`src/rtl/dmem_arb_pkg.sv`:
```
// Shared types and constants for the data-memory arbiter (dmem_arbiter).
package dmem_arb_pkg;

    typedef enum logic [1:0] {
        IDLE = 2'd0,
        BUSY = 2'd1,
        DONE = 2'd2
    } state_e;

    localparam logic PORT_CPU = 1'b0;
    localparam logic PORT_DMA = 1'b1;

    localparam int DEF_ADDR_W      = 32;
    localparam int DEF_DATA_W      = 32;
    localparam int DEF_TIMEOUT_CYC = 16;

endpackage

```
`src/rtl/dmem_arb_rr.sv`:
```
// Combinational 2-way round-robin picker: on a conflict the port that did
// not win last time is chosen; a sole requester always wins.
module dmem_arb_rr
    import dmem_arb_pkg::*;
(
    input  logic [1:0] req_i,
    input  logic       last_grant_i,
    output logic       gnt_o,
    output logic       valid_o
);

    always_comb begin
        // NOTE: every output gets a default first so no path leaves it unassigned (no latch).
        valid_o = |req_i;
        gnt_o   = PORT_CPU;
        if (req_i == 2'b11) begin
            gnt_o = ~last_grant_i;
        end else if (req_i[1]) begin
            gnt_o = PORT_DMA;
        end
    end

endmodule

```
`src/rtl/dmem_arbiter.sv`:
```
// Two-port round-robin arbiter in front of a multi-cycle single-port data memory,
// with a BUSY-phase timeout watchdog. Define DMEM_ARB_PERF_EN to build perf counters.
module dmem_arbiter
    import dmem_arb_pkg::*;
#(
    parameter int ADDR_W      = DEF_ADDR_W,
    parameter int DATA_W      = DEF_DATA_W,
    parameter int TIMEOUT_CYC = DEF_TIMEOUT_CYC
) (
    input  logic              clk_i,
    input  logic              rst_i,
    input  logic              req0_i,
    input  logic              we0_i,
    input  logic [ADDR_W-1:0] addr0_i,
    input  logic [DATA_W-1:0] wdata0_i,
    output logic              ack0_o,
    output logic [DATA_W-1:0] rdata0_o,
    input  logic              req1_i,
    input  logic              we1_i,
    input  logic [ADDR_W-1:0] addr1_i,
    input  logic [DATA_W-1:0] wdata1_i,
    output logic              ack1_o,
    output logic [DATA_W-1:0] rdata1_o,
    output logic              err_o,
    output logic              mem_enable_o,
    output logic              mem_write_o,
    output logic [ADDR_W-1:0] mem_addr_o,
    output logic [DATA_W-1:0] mem_data_o,
    input  logic [DATA_W-1:0] mem_data_i,
    input  logic              mem_ack_i,
    output logic [31:0]       perf_grant0_o,
    output logic [31:0]       perf_grant1_o,
    output logic [31:0]       perf_conflict_o
);

    localparam int                CNT_W   = $clog2(TIMEOUT_CYC);
    localparam logic [CNT_W-1:0]  CNT_MAX = CNT_W'(TIMEOUT_CYC - 1);

    state_e              state_q, state_d;
    logic                grant_q, grant_d;
    logic                last_grant_q, last_grant_d;
    logic                we_q, we_d;
    logic [ADDR_W-1:0]   addr_q, addr_d;
    logic [DATA_W-1:0]   wdata_q, wdata_d;
    logic [DATA_W-1:0]   rdata0_q, rdata0_d;
    logic [DATA_W-1:0]   rdata1_q, rdata1_d;
    logic [CNT_W-1:0]    cnt_q, cnt_d;
    logic                err_q, err_d;
    logic                rr_gnt, rr_valid;

    dmem_arb_rr u_rr (
        .req_i        ({req1_i, req0_i}),
        .last_grant_i (last_grant_q),
        .gnt_o        (rr_gnt),
        .valid_o      (rr_valid)
    );

    always_comb begin
        state_d      = state_q;
        grant_d      = grant_q;
        last_grant_d = last_grant_q;
        we_d         = we_q;
        addr_d       = addr_q;
        wdata_d      = wdata_q;
        rdata0_d     = rdata0_q;
        rdata1_d     = rdata1_q;
        cnt_d        = cnt_q;
        err_d        = err_q;
        unique case (state_q)
            IDLE: if (rr_valid) begin
                grant_d = rr_gnt;
                we_d    = (rr_gnt == PORT_DMA) ? we1_i    : we0_i;
                addr_d  = (rr_gnt == PORT_DMA) ? addr1_i  : addr0_i;
                wdata_d = (rr_gnt == PORT_DMA) ? wdata1_i : wdata0_i;
                state_d = BUSY;
            end
            BUSY: begin
                // A late ack landing on the expiry cycle still wins over the timeout.
                if (mem_ack_i || cnt_q == CNT_MAX) begin
                    if (grant_q == PORT_DMA) rdata1_d = (we_q || !mem_ack_i) ? '0 : mem_data_i;
                    else                     rdata0_d = (we_q || !mem_ack_i) ? '0 : mem_data_i;
                    err_d   = !mem_ack_i;
                    state_d = DONE;
                end else begin
                    cnt_d = cnt_q + 1'b1;
                end
            end
            DONE: begin
                last_grant_d = grant_q;
                cnt_d        = '0;
                err_d        = 1'b0;
                state_d      = IDLE;
            end
            default: state_d = IDLE;
        endcase
    end

    // NOTE: state registers use non-blocking assignments so all flops update together.
    always_ff @(posedge clk_i or posedge rst_i) begin
        if (rst_i) begin
            state_q      <= IDLE;
            grant_q      <= PORT_CPU;
            last_grant_q <= PORT_DMA;
            we_q         <= 1'b0;
            addr_q       <= '0;
            wdata_q      <= '0;
            rdata0_q     <= '0;
            rdata1_q     <= '0;
            cnt_q        <= '0;
            err_q        <= 1'b0;
        end else begin
            state_q      <= state_d;
            grant_q      <= grant_d;
            last_grant_q <= last_grant_d;
            we_q         <= we_d;
            addr_q       <= addr_d;
            wdata_q      <= wdata_d;
            rdata0_q     <= rdata0_d;
            rdata1_q     <= rdata1_d;
            cnt_q        <= cnt_d;
            err_q        <= err_d;
        end
    end

    // Outputs decode straight from state so reset removes them asynchronously.
    assign mem_enable_o = (state_q == BUSY);
    assign mem_write_o  = we_q;
    assign mem_addr_o   = addr_q;
    assign mem_data_o   = wdata_q;
    assign ack0_o       = (state_q == DONE) && (grant_q == PORT_CPU);
    assign ack1_o       = (state_q == DONE) && (grant_q == PORT_DMA);
    assign err_o        = (state_q == DONE) && err_q;
    assign rdata0_o     = rdata0_q;
    assign rdata1_o     = rdata1_q;

`ifdef DMEM_ARB_PERF_EN
    logic [31:0] perf_g0_q, perf_g0_d;
    logic [31:0] perf_g1_q, perf_g1_d;
    logic [31:0] perf_cf_q, perf_cf_d;

    always_comb begin
        perf_g0_d = perf_g0_q;
        perf_g1_d = perf_g1_q;
        perf_cf_d = perf_cf_q;
        if (ack0_o && perf_g0_q != '1) perf_g0_d = perf_g0_q + 32'd1;
        if (ack1_o && perf_g1_q != '1) perf_g1_d = perf_g1_q + 32'd1;
        if (state_q == IDLE && req0_i && req1_i && perf_cf_q != '1) perf_cf_d = perf_cf_q + 32'd1;
    end

    always_ff @(posedge clk_i or posedge rst_i) begin
        if (rst_i) begin
            perf_g0_q <= '0;
            perf_g1_q <= '0;
            perf_cf_q <= '0;
        end else begin
            perf_g0_q <= perf_g0_d;
            perf_g1_q <= perf_g1_d;
            perf_cf_q <= perf_cf_d;
        end
    end

    assign perf_grant0_o   = perf_g0_q;
    assign perf_grant1_o   = perf_g1_q;
    assign perf_conflict_o = perf_cf_q;
`else
    assign perf_grant0_o   = '0;
    assign perf_grant1_o   = '0;
    assign perf_conflict_o = '0;
`endif

endmodule

```
`config.mk`:
```
export PLATFORM = sky130hd
export DESIGN_NAME = dmem_arbiter
export DESIGN_NICKNAME = d
export VERILOG_FILES = /design/src/rtl/dmem_arb_pkg.sv /design/src/rtl/dmem_arb_rr.sv /design/src/rtl/dmem_arbiter.sv
export SDC_FILE = /design/constraint.sdc
export NUM_CORES = 1
export LEC_CHECK = 0
export CAP_MARGIN = 20
export CORE_MARGIN = 1
export CORE_UTILIZATION = 30
export CTS_CLUSTER_DIAMETER = 100
export DETAILED_ROUTE_END_ITERATION = 10
export PLACE_DENSITY_LB_ADDON = 0.2
export SLEW_MARGIN = 40
export SYNTH_ARGS = -nofsm -noshare
export SYNTH_HDL_FRONTEND = slang
export SYNTH_SLANG_ARGS = --single-unit
```
`constraint.sdc`:
```
create_clock -name clk_i -period 5.9 [get_ports clk_i]
set_input_delay 0.59 -clock clk_i [delete_from_list [all_inputs] [get_ports clk_i]]
set_output_delay 0.59 -clock clk_i [all_outputs]
set_load 0.03 [all_outputs]
```
==> flow_metrics.tcl, run 1 <==
set metrics [dict create \
    status "finished with violations" \
    violations "DRC" \
    root_buffer "clkbuf_16" \
    ant_nets 0 \
    max_freq_mhz 359.5 \
    setup_viol 0 \
    die_y_microns 152.5 \
    start_util_pct 30.83 \
    htreeDepth 4 \
    crit_end "err_o" \
    ys.flop_type "dfrtp_1" \
    yosysTopAreaCell "dfrtp_1" \
    synth_seq_cells 138 \
    track_usage_pct 17.42 \
    finalSetupTns_ns 0 \
    final_nets 967 \
    slew_viol_final 0 \
    worstMarginPinSlew_ns 0.7374 \
    viasPerCell 4.688 \
    io_buffer_count 299 \
    dpl.cell_count 1060 \
    path_clk_slew_ns 0.06 \
    rsz0062_at_grt "no" \
    clk_path_buf_depth 2 \
    grt_pass1_wl_microns 31040 \
    required_ns 5.31 \
    final_core_util_pct 46.42 \
    first_pass_iters 10 \
    grt_pass1_vias 5444 \
    die_x_microns 152.5 \
    cp-end-kind "primary output" \
    cts_setup_buffers 0 \
    synth_area_sq_um 6792 \
    cp-start-kind "flip-flop" \
    arrival_ns 2.19 \
    syn_avg_cell_area_sq_um 13.32 \
    drt-initial-drc-count 294 \
    relSlewSlack_pct 50.84 \
    num_io_pins 396 \
    irDropWorstVdd_v 0.0002752 \
    r2r_cells 4 \
    hold_ws_ns 0.4884 \
    finClkSkew_ns 0.008661 \
    synth_enable_flop_cells 0 \
    period_share_pct 47.14 \
    cts_resized 0 \
    leakage_uw 0.004279 \
    avgRoutedWirePerCell_microns 17.98 \
    numCtsBuffers 17 \
    area_delta_synth_final_pct 50.53 \
    crit_start "state_q[1]" \
    drive_gt1_share_pct 19.58 \
    holdBufCountCts 0 \
    stdcell_count 1093 \
    synth.most_common_cell "dfrtp_1" \
    max_cap_viol_count 0 \
    drt_wl_total_microns 19650 \
    regToRegStartpoint "last_grant_q" \
    coreArea_sq_um 22030 \
    async_flop_share_pct 100.0 \
    fin_crit_ns 2.782 \
    r2r_setup_slack_ns 3.51 \
    power_density_nw_per_um2 560.3 \
    dieArea_sq_um 23240 \
    clk-insertion-delay-late_ns 0.43 \
    yosys_warnings 0 \
    ys_seq_area_share_pct 50.87 \
    cts_tree "done" \
    num_vias 5124 \
    r2r-end "mem_addr_o[9]" \
    overflow 0 \
    synth_cell_types 36 \
    drcViolationCount 19 \
    hpwl_microns 14320 \
    ys_top_cells_by_area "dfrtp_1 50%, mux2_2 19%, buf_4 11%, a32o_1 9.4%, mux2_1 3.2%" \
    num-fill-cells 1994 \
    path_class "reg2out" \
    synth_top_area_share_pct 50.48 \
    grt_max_degree 89 \
    crit_fanout 9 \
    hold_path_class "reg2reg" \
    clkSinkCount 138 \
    hold_violations 0 \
    antenna_found_initial 1 \
    place.gp.congestion 0.7820 \
    synthTopCellsByCount "137 x dfrtp_1, 112 x mux2_2, 97 x buf_4, 64 x a32o_1" \
    syn_inst 510 \
    rows 54 \
]
==> metal layers <==
layer | up-vias | global-route usage (%) | wire, microns
li1 | 2274 | - | -
met1 | 2559 | 18.89 | 7233
met2 | 252 | 30.37 | 10270
met3 | 39 | 5.688 | 1449
met4 | 0 | 8.995 | 695
met5 | - | 0 | 0
==> cells in the final DEF (no fill, tap or decap), types with 2 or more instances in the layout <==
| master | count |
|---|---|
| clkdlybuf4s50_1 | 299 |
| dfrtp_1 | 137 |
| nor2_1 | 4 |
| inv_1 | 4 |
| mux2_2 | 112 |
| nand2_2 | 2 |
| clkinv_2 | 2 |
| nand3_1 | 2 |
| a21oi_1 | 4 |
| conb_1 | 96 |
| o211ai_1 | 3 |
| clkinv_4 | 4 |
| nor3_1 | 2 |
| a32o_1 | 64 |
| inv_6 | 5 |
| clkbuf_16 | 17 |
| mux2_1 | 19 |
| inv_8 | 2 |
| buf_4 | 6 |
| nand2_1 | 3 |
==> registers in the layout, summed over array words and instances, names as in the netlist <==
register,count
rdata0_o,32
mem_data_o,32
mem_addr_o,32
mem_write_o,1
state_q,2
rdata1_o,32
grant_q,1
last_grant_q,1
err_q,1
cnt_q,4
==> cell type report <==
cell class | instances | area [sq um] | share of cell area (%)
multi-input cells | 331 | 2765 | 27.05
clock buffers | 18 | 429.2 | 4.198
diodes | 1 | 2.502 | 0.02448
well taps | 280 | 350.3 | 3.427
inverters | 5 | 26.28 | 0.2570
repair buffers | 306 | 3058 | 29.91
flip-flops and latches | 138 | 3455 | 33.79
clock inverters | 14 | 137.6 | 1.346
==> kinds of logic after synthesis <==
kind of cell	count (synthesis)	share of synthesized area, %
compound gates	79	10.96
mux	132	21.87
flops	138	50.87
other cells	1	0.05522
fa+ha+maj	1	0.1842
simple gates	23	1.953
buf+inv	136	14.11
==> critical path, stage by stage, from the launching register on <==
cell and delay, ns:
dfrtp_1 0.53, inv_1 0.21, nor2_1 0.17, and2_1 0.14
clkdlybuf4s50_1 0.71
==> how the worst min path moves through the flow <==
stage	from	endpoint	depth (start not counted)
after global placement	rdata0_o[16]	rdata0_o[16]	1
after floorplan	err_q	err_q	2
after global routing	rdata0_o[28]	rdata0_o[28]	1
final	rdata0_o[0]	rdata0_o[0]	1
after CTS	rdata0_o[11]	rdata0_o[11]	1
after detailed placement	rdata0_o[0]	rdata0_o[0]	1
==> power breakdown <==
| part | internal [uW] | switching, uW |
|---|---|---|
| clock | 590 | 444 |
| sequential | 1400 | 269 |
| combinational | 1350 | 1680 |
==> stage by stage <==
stage	power, uW	worst slack (ns)	instance area [sq um]
after detailed placement	4734	2.842	9652
after CTS	5805	3.108	10220
after global placement	4668	2.902	9627
final	5728	3.118	10220
after floorplan	3510	1.615	7148
after global routing	6015	3.019	10220
Note: power is estimated with default switching activity, not from simulation.
==> run 2: changes to the inputs <==
==> constraint.sdc (replaced) <==
create_clock -name clk_i -period 2.32 [get_ports clk_i]
set_input_delay 0.232 -clock clk_i [delete_from_list [all_inputs] [get_ports clk_i]]
set_output_delay 0.232 -clock clk_i [all_outputs]
set_load 0.03 [all_outputs]
==> flow_metrics.tcl, run 2 (synthesis gave the netlist of run 1 again) <==
set metrics [dict create \
    status "finished with violations" \
    final_nets 972 \
    area_delta_synth_final_pct 52.21 \
    placed_area_sq_um 9746 \
    period_share_pct 90.00 \
    hold_violations 0 \
    preCtsSetupSlack_ns 0.3266 \
    num_vias 5139 \
    place.gp.congestion 0.7573 \
    coreArea_sq_um 22030 \
    finClkSkew_ns 0.009699 \
    hpwl_microns 14630 \
    crit_fanout 9 \
    irDropWorstVdd_v 0.0006586 \
    grt_max_degree 68 \
    hold_path_class "in2async" \
    mostFrequentLayoutCells "295 x clkdlybuf4s50_1, 137 x dfrtp_1, 112 x mux2_2" \
    arrival_ns 1.86 \
    hold_ws_ns 0.1831 \
    io_buffer_count 299 \
    grt_pass1_wl_microns 30910 \
    cts_tree "done" \
    antenna_found_initial 1 \
    drt_wl_total_microns 19850 \
    avgRoutedWirePerCell_microns 18.08 \
    cp_slowest_stage_delay_ns 0.53 \
    num_io_pins 396 \
    dieArea_sq_um 23240 \
    drive_gt1_share_pct 19.95 \
    required_ns 2.09 \
    cp-end-kind "primary output" \
    rsz0062_at_grt "no" \
    max_freq_mhz 478.9 \
    path_class "reg2out" \
    die_y_microns 152.5 \
    finalSetupTns_ns 0 \
    fin_crit_ns 2.088 \
    violations "DRC" \
    numCtsBuffers 17 \
    cp_top_family "buffers and inverters" \
    grt_pass1_vias 5415 \
    timing.critical_path.buf_inv 2 \
    dpl.cell_count 1065 \
    die_x_microns 152.5 \
    drt-initial-drc-count 232 \
    path_clk_slew_ns 0.06 \
    setup_viol 0 \
    drcViolationCount 25 \
    final_common_cell "clkdlybuf4s50_1" \
    ant_nets 0 \
    fin_area_sq_um 10340 \
    clkSinkCount 138 \
    cp.depth 4 \
    clk_path_buf_depth 2 \
    power_density_nw_per_um2 1422 \
    cp-start-kind "flip-flop" \
    slew_viol_final 0 \
    root_buffer "clkbuf_16" \
    r2r_cells 4 \
    setup_ws_ns 0.2320 \
    cts_setup_buffers 0 \
    overflow 0 \
    track_usage_pct 17.35 \
    num-fill-cells 1996 \
    viasPerCell 4.680 \
    first_pass_iters 11 \
    path_cells "inv_1, nor2_1, and2_1, dlygate4sd2_1" \
    max_cap_viol_count 0 \
    rows 54 \
    leakage_uw 0.004347 \
    stdcell_count 1098 \
    start_util_pct 30.83 \
    clk-insertion-delay-late_ns 0.42 \
    critical_path.slowest_cell "dfrtp_1" \
    htreeDepth 4 \
]
[run 2: changes by cell type in the layout (fill, tap and decap cells not counted), moves of 2 or more]
cell,delta
clkdlybuf4s50_1,-4
nand2_2,-2
buf_12,+5
clkinv_2,-2
dlygate4sd2_1,+4
clkbuf_8,+3
nand2_1,+2
[run 2: final cells by class]
cell class / instances / area [sq um] / share of cell area [%]
Clock inverter: 12 / 127.6 / 1.235
Clock buffer: 20 / 466.7 / 4.515
Antenna cell: 1 / 2.502 / 0.02421
Sequential cell: 138 / 3455 / 33.42
Timing Repair Buffer: 311 / 3153 / 30.50
Inverter: 5 / 22.52 / 0.2179
Multi-Input combinational cell: 331 / 2760 / 26.70
Tap cell: 280 / 350.3 / 3.389
[run 2: final timing paths]
kind                               start  slack (ns)             end
max                           state_q[1]        0.23           err_o
min                                rst_i        0.18  mem_data_o[22]
max reg2reg                   state_q[0]        0.48  mem_data_o[14]
min reg2reg                 rdata1_o[20]        0.49    rdata1_o[20]
max in group asynchronous          rst_i        1.48    rdata0_o[29]
min in group clk_i         mem_data_i[5]        0.47     rdata1_o[5]
[run 2: power by group]
part	switching (uW)	leakage [uW]	total (uW)	internal, uW
Sequential	685	0.00171	4250	3560
Clock	1120	0.000291	2720	1590
Combinational	4270	0.00234	7730	3460
Total	6080	0.00435	14700	8620
[run 2: metrics by stage]
step / power, uW / util, %
after global routing: 15420 / 46.93
final: 14700 / 46.93
after detailed placement: 12100 / 44.25
after floorplan: 8928 / -
after global placement: 11960 / 44.25
after CTS: 14890 / 46.92
[run 2: metal layers]
metal,wire length (microns),track usage (%),vias to the layer above
li1,-,-,2281
met1,7320,18.81,2590
met2,10580,31.05,244
met3,1510,6.200,24
met4,435,6.301,0
met5,0,0,-
[run 2: worst reg2reg max path: stages (launching register included)]
cell and delay [ns]:
dfrtp_1 0.52, nor2_1 0.44, o21ai_4 0.12, buf_12 0.21
mux2_2 0.44
[run 2: what timing repair did]
action	CTS	global route
setup endpoints to repair	4	0
gates resized for setup	4	0
hold buffers	0	0
